<file path="src/rtl/led_cube_scan_ctrl.sv">
// Refresh scheduler for the 8x8x8 LED cube: loads the column latches byte by
// byte, drives one layer at a time with blanking, and paces frame hand-off.
module led_cube_scan_ctrl #(
    parameter int ON_CYCLES    = 1000,
    parameter int BLANK_CYCLES = 4,
    parameter int FRAME_REPEAT = 8
) (
    input  logic       clk,
    input  logic       rst_n,
    input  logic       run,
    input  logic       frame_avail,
    input  logic [7:0] buf_data,
    output logic [5:0] frame_addr,
    output logic [7:0] col_data,
    output logic [7:0] latch_sel,
    output logic       latch_stb,
    output logic [7:0] layer_en,
    output logic       frame_ack,
    output logic       busy
);

    localparam int TMAX = (ON_CYCLES > BLANK_CYCLES) ? ON_CYCLES : BLANK_CYCLES;
    localparam int TW   = $clog2(TMAX + 1);
    localparam int RW   = (FRAME_REPEAT > 1) ? $clog2(FRAME_REPEAT) : 1;

    typedef enum logic [2:0] {
        IDLE,
        BLANK,
        SETUP,
        STROBE,
        DISPLAY
    } state_t;

    state_t         state_q, state_d;
    logic [2:0]     layer_q, layer_d;
    logic [2:0]     col_q, col_d;
    logic [RW-1:0]  rep_q, rep_d;
    logic [TW-1:0]  timer_q, timer_d;

    logic [5:0]     frame_addr_q, frame_addr_d;
    logic [7:0]     col_data_q, col_data_d;
    logic [7:0]     latch_sel_q, latch_sel_d;
    logic           latch_stb_q, latch_stb_d;
    logic [7:0]     layer_en_q, layer_en_d;
    logic           frame_ack_q, frame_ack_d;
    logic           busy_q, busy_d;

    always_comb begin
        state_d     = state_q;
        layer_d     = layer_q;
        col_d       = col_q;
        rep_d       = rep_q;
        timer_d     = timer_q;
        col_data_d  = col_data_q;
        frame_ack_d = 1'b0;

        if (!run) begin
            state_d = IDLE;
            layer_d = 3'd0;
            col_d   = 3'd0;
            rep_d   = '0;
            timer_d = '0;
        end else begin
            case (state_q)
                IDLE: begin
                    state_d = BLANK;
                    layer_d = 3'd0;
                    col_d   = 3'd0;
                    rep_d   = '0;
                    timer_d = '0;
                end
                BLANK: begin
                    if (timer_q == TW'(BLANK_CYCLES - 1)) begin
                        state_d = SETUP;
                        col_d   = 3'd0;
                        timer_d = '0;
                    end else begin
                        timer_d = timer_q + 1'b1;
                    end
                end
                SETUP: begin
                    state_d    = STROBE;
                    col_data_d = buf_data;
                end
                STROBE: begin
                    if (col_q == 3'd7) begin
                        state_d = DISPLAY;
                        timer_d = '0;
                    end else begin
                        col_d   = col_q + 3'd1;
                        state_d = SETUP;
                    end
                end
                DISPLAY: begin
                    if (timer_q == TW'(ON_CYCLES - 1)) begin
                        timer_d = '0;
                        state_d = BLANK;
                        if (layer_q != 3'd7) begin
                            layer_d = layer_q + 3'd1;
                        end else begin
                            // Scan end: frame_avail is only looked at here.
                            layer_d = 3'd0;
                            if (rep_q != RW'(FRAME_REPEAT - 1)) begin
                                rep_d = rep_q + 1'b1;
                            end else if (frame_avail) begin
                                frame_ack_d = 1'b1;
                                rep_d       = '0;
                            end
                        end
                    end else begin
                        timer_d = timer_q + 1'b1;
                    end
                end
                default: state_d = IDLE;
            endcase
        end

        // Outputs are registered from the next state so they line up with it.
        busy_d       = (state_d != IDLE);
        frame_addr_d = (state_d == IDLE) ? 6'd0 : {layer_d, col_d};
        latch_stb_d  = (state_d == STROBE);
        latch_sel_d  = (state_d == STROBE) ? (8'd1 << col_d) : 8'd0;
        layer_en_d   = (state_d == DISPLAY) ? (8'd1 << layer_d) : 8'd0;
        if (state_d == IDLE) begin
            col_data_d = 8'd0;
        end
    end

    always_ff @(posedge clk) begin
        if (!rst_n) begin
            state_q      <= IDLE;
            layer_q      <= 3'd0;
            col_q        <= 3'd0;
            rep_q        <= '0;
            timer_q      <= '0;
            frame_addr_q <= 6'd0;
            col_data_q   <= 8'd0;
            latch_sel_q  <= 8'd0;
            latch_stb_q  <= 1'b0;
            layer_en_q   <= 8'd0;
            frame_ack_q  <= 1'b0;
            busy_q       <= 1'b0;
        end else begin
            state_q      <= state_d;
            layer_q      <= layer_d;
            col_q        <= col_d;
            rep_q        <= rep_d;
            timer_q      <= timer_d;
            frame_addr_q <= frame_addr_d;
            col_data_q   <= col_data_d;
            latch_sel_q  <= latch_sel_d;
            latch_stb_q  <= latch_stb_d;
            layer_en_q   <= layer_en_d;
            frame_ack_q  <= frame_ack_d;
            busy_q       <= busy_d;
        end
    end

    assign frame_addr = frame_addr_q;
    assign col_data   = col_data_q;
    assign latch_sel  = latch_sel_q;
    assign latch_stb  = latch_stb_q;
    assign layer_en   = layer_en_q;
    assign frame_ack  = frame_ack_q;
    assign busy       = busy_q;

endmodule

</file>
<file path="config.mk">
export PLATFORM = sky130hd
export DESIGN_NAME = led_cube_scan_ctrl
export DESIGN_NICKNAME = d
export VERILOG_FILES = /design/src/rtl/led_cube_scan_ctrl.sv
export SDC_FILE = /design/constraint.sdc
export NUM_CORES = 1
export LEC_CHECK = 0
export BUFFER_PORTS_ARGS = -buffer_cell sky130_fd_sc_hd__buf_2
export CAP_MARGIN = 20
export CORE_ASPECT_RATIO = 1.1
export CORE_MARGIN = 10
export CORE_UTILIZATION = 45
export CTS_CLUSTER_DIAMETER = 30
export DETAILED_ROUTE_END_ITERATION = 8
export GPL_TIMING_DRIVEN = 0
export PLACE_DENSITY = 0.73
export SLEW_MARGIN = 20
export SYNTH_ARGS = -nofsm -noshare
export SYNTH_HDL_FRONTEND = slang
export SYNTH_SLANG_ARGS = --single-unit
</file>
<file path="constraint.sdc">
create_clock -name clk -period 6 [get_ports clk]
set_clock_uncertainty 0.2 [all_clocks]
set_input_delay 1.8 -clock clk [delete_from_list [all_inputs] [get_ports clk]]
set_output_delay 1.8 -clock clk [all_outputs]
set_load 0.03 [all_outputs]
</file>
==> impl_metrics.ini, run 1 <==
[clock_network]
cts_buffers = 5
clk_pin_slew_ns = 0.10
cts_max_level = 2
ctsResizeCount = 0
cts_tree = done
postCtsSetupBuffers = 0
clockBufferDepth = 2
cts-root-buf = clkbuf_8
cts_sinks = 55
hold_buffers = 0
clock_latency_ns = 0.31

[floorplan]
io_pins = 45
initial_utilization_pct = 46.7
die_x_um = 88.9
coreArea_mm2 = 0.00503
die_y_um = 95.8
dieArea_mm2 = 0.00852
fp-row-count = 27

[sta]
tns_ns = 0
rsz0062_at_grt = false
setup_viol = 0
finalHoldViolations = 0
worstMarginPinSlew_ns = 0.758
period_share_pct = 53.6
max_slew_margin_pct = 49.4
fin_crit_ns = 3.22
fmax_mhz = 311
slew_violations = 0

[cells_and_area]
fin_nets = 310
final_area_mm2 = 0.00274
num_antenna_cells = 0
fillCellCount = 457
syn_to_final_growth_pct = 16.3
drive_above_1_share_pct = 27.3

[worst_setup_path]
crit_path_end_kind = register
crit_arrival_ns = 3.23
crit_type = in2reg
required_ns = 6.01
crit_fanout = 10
startpoint_type = primary input

[placement]
gp_congestion = 0.793
dp_hpwl_um = 3780
dpl_cell_area_mm2 = 0.00265
port_buffers = 44

[logic_synthesis]
synth_cell_types = 56
netlist_area_mm2 = 0.00235
synth_edf_count = 0
ys.flop_type = dfxtp_1
ys_seq_area_share_pct = 46.8
synth_nets = 259
synthTopCellsByArea = dfxtp_1 47%, nor2_1 6.1%, mux2i_1 4.3%
synth-seq-cells = 55
netlist.area_leader.share_pct = 46.8
synthCells = 241
synthMuxAreaShare_pct = 5.21
async_flop_share_pct = 0
synth_top_family_by_area = simple AND/OR/NAND/NOR gates
synth.largest_area_cell = dfxtp_1
synthXorXnorAreaFrac_pct = 3.72
syn_avg_cell_area_um2 = 9.76
synthSimpleGateAreaFrac_pct = 26.2
synthAdderAreaFrac_pct = 3.19
synth-compound-area-share_pct = 11.3
yosysWarnings = 0

[power]
cellLeakagePower_nw = 1.16
p_per_area_mw_per_mm2 = 216
vdd_ir_drop_max_uv = 162

[run]
timing.max_cap.violations = 0

[global_routing]
grt_start_max_net_pins = 19
grt_pass1_vias = 1842
grt_overflow = 0
grt_pass1_wl_um = 8400
antenna_found_initial = 0
track_usage_pct = 12.3

[detailed_routing]
num_vias = 1864
viasPerCell = 5.31
drtIter0Drc = 108
wire_per_inst_um = 14.0
first_pass_iters = 4
ant_nets = 0
drc_errors = 0
wl_um = 4900

[status]
status = complete, no violations

[worst_hold_path]
hold_class = reg2reg
[worst max-delay path, cell delays in order]
cell and delay (ns):
buf_2 0.14, nand2_1 0.24, a21o_1 0.23, buf_2 0.17, a21oi_2 0.18, nand2b_4 0.06
buf_6 0.14, a2111oi_2 0.26
[metal layers]
| metal | global-route usage [%] | wire length [um] | part of all wire, % |
|---|---|---|---|
| met3 | 3.55 | 213 | 4.3 |
| met4 | 6.37 | 95 | 1.9 |
| met5 | 0 | 0 | 0 |
| met2 | 20.7 | 2470 | 50 |
| met1 | 13.8 | 2120 | 43 |
[final cells by class]
| type | count | area [um2] | area share, % |
|---|---|---|---|
| Buffer | 11 | 63.8 | 2.33 |
| Clock buffer | 5 | 68.8 | 2.51 |
| Clock inverter | 3 | 22.5 | 0.823 |
| Inverter | 5 | 18.8 | 0.686 |
| Multi-Input combinational cell | 170 | 1170 | 42.7 |
| Sequential cell | 55 | 1100 | 40.2 |
| Tap cell | 58 | 72.6 | 2.65 |
| Timing Repair Buffer | 44 | 220 | 8.05 |
[kinds of logic after synthesis]
family / Yosys count
muxes: 12
xor gates and xnor gates: 10
adders and majority gates: 6
DFF: 55
and+or+nand+nor: 111
buffers and inverters: 16
AOI/OAI and AO/OA: 31
[cell usage after synthesis, types with 4 or more instances]
master    number
nor4_1         5
nand4_1        8
and3_1         6
xor2_1         9
ha_1           6
a21oi_1        4
inv_1          5
nand2b_1       5
nand2_1       15
mux2i_1       10
dfxtp_1       55
nand3_1        8
nor2_1        38
buf_2          5
[sequential cells by signal (all words and copies together), names as in the netlist]
| name | flops |
|---|---|
| latch_stb | 1 |
| layer_q | 3 |
| frame_ack | 1 |
| busy | 1 |
| state_q | 3 |
| col_data | 8 |
| col_q | 3 |
| frame_addr | 6 |
| rep_q | 3 |
| latch_sel | 8 |
| timer_q | 10 |
| layer_en | 8 |
[where the power goes]
| group | total, mW | internal [mW] | switching, mW | leakage, nW |
|---|---|---|---|---|
| clock network | 0.207 | 0.0839 | 0.123 | 0.0485 |
| registers | 0.366 | 0.366 | 0.000494 | 0.443 |
| logic | 0.0183 | 0.00673 | 0.0116 | 0.667 |
| total | 0.591 | 0.456 | 0.135 | 1.16 |
[layout by cell type (no fill, tap or decap), types with 4 or more instances in the layout]
cell type  netlist  final
nand2b_1         5      5
xor2_1           9      9
ha_1             6      6
nand2_1         15     15
inv_1            5      5
nand4_1          8      8
mux2i_1         10     10
dfxtp_1         55     55
nand3_1          8      8
nor2_1          38     38
nor4_1           5      5
and3_1           6      6
buf_2            5     49
clkbuf_8         0      5
a21oi_1          4      4
[metrics by stage]
step	hold slack [ns]	cells	worst slack [ns]	util, %	power, mW
global route	0.313	351	2.61	54.4	0.616
finish	0.286	351	2.78	54.4	0.591
detailed placement	0.275	343	2.43	52.5	0.393
global placement	0.266	343	2.44	52.5	0.393
CTS	0.290	351	2.77	54.4	0.599
floorplan	0.253	241	2.82	-	0.385
[path summary, 6_finish.rpt]
kind                                     end  cells past startpoint        from  slack (ns)
worst min-delay path                rep_q[1]                      2    rep_q[1]        0.29
worst min register to register      rep_q[1]                      2    rep_q[1]        0.29
worst max-delay path            latch_sel[2]                      8       rst_n        2.78
worst max register to register    layer_q[2]                      5  timer_q[0]        3.52
No activity file was read; power rests on OpenSTA's default activity.
==> run 2: changes to the inputs <==
- ABC_AREA: unset -> 1
- clock period: 6 -> 3.3 ns (I/O delays scaled with it)
==> run 2 against run 1 <==
Effect of this change:
- critical path depth is 1 lower
- first-iteration DRC count fell by 0.93%
- routed wire length rose by 0.82%
- utilization about the same
- worst setup slack got worse by 1.6 ns
- clock-buffer cell count increased by 1
- final cell count rose by 17%
- die area decreased by 1.0%
- global-route usage grew 0.13 points
- register-to-register slack lost 2.2 ns
- critical path type unchanged
==> impl_metrics.ini, run 2 <==
[power]
combPwrFrac_pct = 3.7
seqPwrFrac_pct = 57.7
clkPwrFrac_pct = 38.5
power_switching_uw = 249
switching_share_pct = 21.5
p_per_area_mw_per_mm2 = 425
power.internal_uw = 908
cellLeakagePower_nw = 1.19
vdd_ir_drop_max_uv = 231

[cells_and_area]
largest_register_ffs = 10
final_cells = 410
syn_to_final_growth_pct = 17.2
final_common_cell = nand2_1
num_antenna_cells = 0
mostFrequentLayoutCells = 60 x nand2_1, 55 x dfxtp_1, 51 x nor2_1
top_register = timer_q
drive_above_1_share_pct = 24.7
fin_nets = 369

[global_routing]
grt_pass1_vias = 1978
grt_overflow = 0
grt_pass1_wl_um = 8560
antenna_found_initial = 0
track_usage_pct = 12.4
grt_start_max_net_pins = 18

[logic_synthesis]
synth_top_family_by_area = simple AND/OR/NAND/NOR gates
synthMuxAreaShare_pct = 0
async_flop_share_pct = 0
synth.largest_area_cell = dfxtp_1
ys.flop_type = dfxtp_1
synth_nets = 319
synth_most_common_cell = nand2_1
synthTopCellsByArea = dfxtp_1 47%, nand2_1 9.7%, nor2_1 8.2%
netlist.area_leader.share_pct = 47.4
synth_cell_types = 29
synth_common_cells = 60 x nand2_1, 55 x dfxtp_1, 51 x nor2_1
synthCells = 301
synthSimpleGateAreaFrac_pct = 33.9
yosysWarnings = 0
synth_edf_count = 0
netlist_area_mm2 = 0.00232
synth-seq-cells = 55
ys_seq_area_share_pct = 47.4
synthXorXnorAreaFrac_pct = 0.377
syn_avg_cell_area_um2 = 7.71
synth-compound-area-share_pct = 8.57
synthAdderAreaFrac_pct = 3.23

[detailed_routing]
wl_met2_um = 2360
num_vias = 2052
wire_per_inst_um = 12.1
first_pass_iters = 4
viasPerCell = 5.00
topRoutingLayerUsed = met4
wl_met3_um = 356
drtIter0Drc = 107
wl_um = 4940
ant_nets = 0
drc_errors = 0
m1WireLength_um = 2140

[worst_hold_path]
hold_class = reg2reg

[placement]
gp_congestion = 0.835
port_buffers = 43
pre_cts_slack_ns = 0.799
place_inst = 402
dp_hpwl_um = 3860

[sta]
fmax_mhz = 464
finalHoldViolations = 0
rsz0062_at_grt = false
setup_viol = 0
slew_violations = 0
fin_ws_ns = 1.14
tns_ns = 0
period_share_pct = 65.4
worstMarginPinSlew_ns = 0.470
max_slew_margin_pct = 68.7
fin_crit_ns = 2.16

[floorplan]
initial_utilization_pct = 46.4
coreArea_mm2 = 0.00500
dieArea_mm2 = 0.00843
die_y_um = 95.3
die_x_um = 88.5
io_pins = 45
fp-row-count = 27

[worst_setup_path]
required_ns = 3.35
crit_top_cell = a21oi_2
startpoint_type = primary input
slowest_delay_ns = 0.21
critPathSlowestCell = a21oi_2
crit_path_end_kind = register
crit_chain = buf_2 > nand2_1 > a21oi_2 > inv_2 > a21oi_2 > nand3_1 > nor2_1
crit_arrival_ns = 2.20
crit_fanout = 9
crit_type = in2reg

[clock_network]
hold_buffers = 0
cts_buffers = 5
clockBufferDepth = 2
cts_tree = done
clock_latency_ns = 0.31
ctsResizeCount = 0
cts-root-buf = clkbuf_8
cts_max_level = 2
postCtsSetupBuffers = 0
cts_sinks = 55
clk_pin_slew_ns = 0.10

[status]
status = complete, no violations

[run]
timing.max_cap.violations = 0
==> run 2: worst paths after layout <==
check                 to  cells past startpoint   startpoint  slack [ns]
max          layer_en[4]                      7          run        1.14
min          col_data[4]                      2  col_data[4]        0.26
max reg2reg  layer_en[1]                      9   timer_q[0]        1.31
min reg2reg  col_data[4]                      2  col_data[4]        0.26
==> run 2: layout make-up <==
| type | count | area, um2 |
|---|---|---|
| clock inverters | 2 | 38.8 |
| fillers | 483 | 2280 |
| clock buffers | 6 | 72.6 |
| well taps | 58 | 72.6 |
| repair buffers | 43 | 215 |
| multi-input cells | 207 | 1070 |
| inverters | 37 | 141 |
| plain buffers | 2 | 8.76 |
| flip-flops and latches | 55 | 1100 |
==> run 2: logic make-up after synthesis <==
| kind of cell | Yosys count |
|---|---|
| flip-flops | 55 |
| XOR/XNOR | 1 |
| buffers and inverters | 39 |
| AND/OR/NAND/NOR | 167 |
| AO/OA/AOI/OAI | 33 |
| adder cells (fa/ha/maj) | 6 |
==> run 2: power groups by stage <==
stage / Sequential, mW / Clock (mW) / Combinational, mW
2_1_floorplan: 0.684 / 0 / 0.0276
5_1_grt: 0.669 / 0.475 / 0.0491
3_3_place_gp: 0.683 / 0 / 0.0428
6_report: 0.668 / 0.446 / 0.0432
3_5_place_dp: 0.683 / 0 / 0.0434
4_1_cts: 0.668 / 0.458 / 0.0437
==> run 2: through the flow <==
stage	hold slack, ns	util [%]	instance area [um2]	total power [mW]
floorplan	0.255	-	2320	0.712
global placement	0.247	52.2	2610	0.726
detailed placement	0.250	52.2	2610	0.727
CTS	0.265	54.4	2720	1.17
global route	0.276	54.4	2720	1.19
finish	0.262	54.4	2720	1.16
==> run 2: worst max-delay path: cells and delay by family <==
family / cells / cell delay, ns
and+or+nand+nor: 3 / 0.56
buffers and inverters: 2 / 0.28
AOI/OAI and AO/OA: 2 / 0.37
==> run 2: per-layer routing <==
layer,vias to the layer above,global-route usage [%]
li1,1061,-
met1,938,14.0
met2,46,21.1
met3,7,3.84
met4,0,5.39
met5,-,0
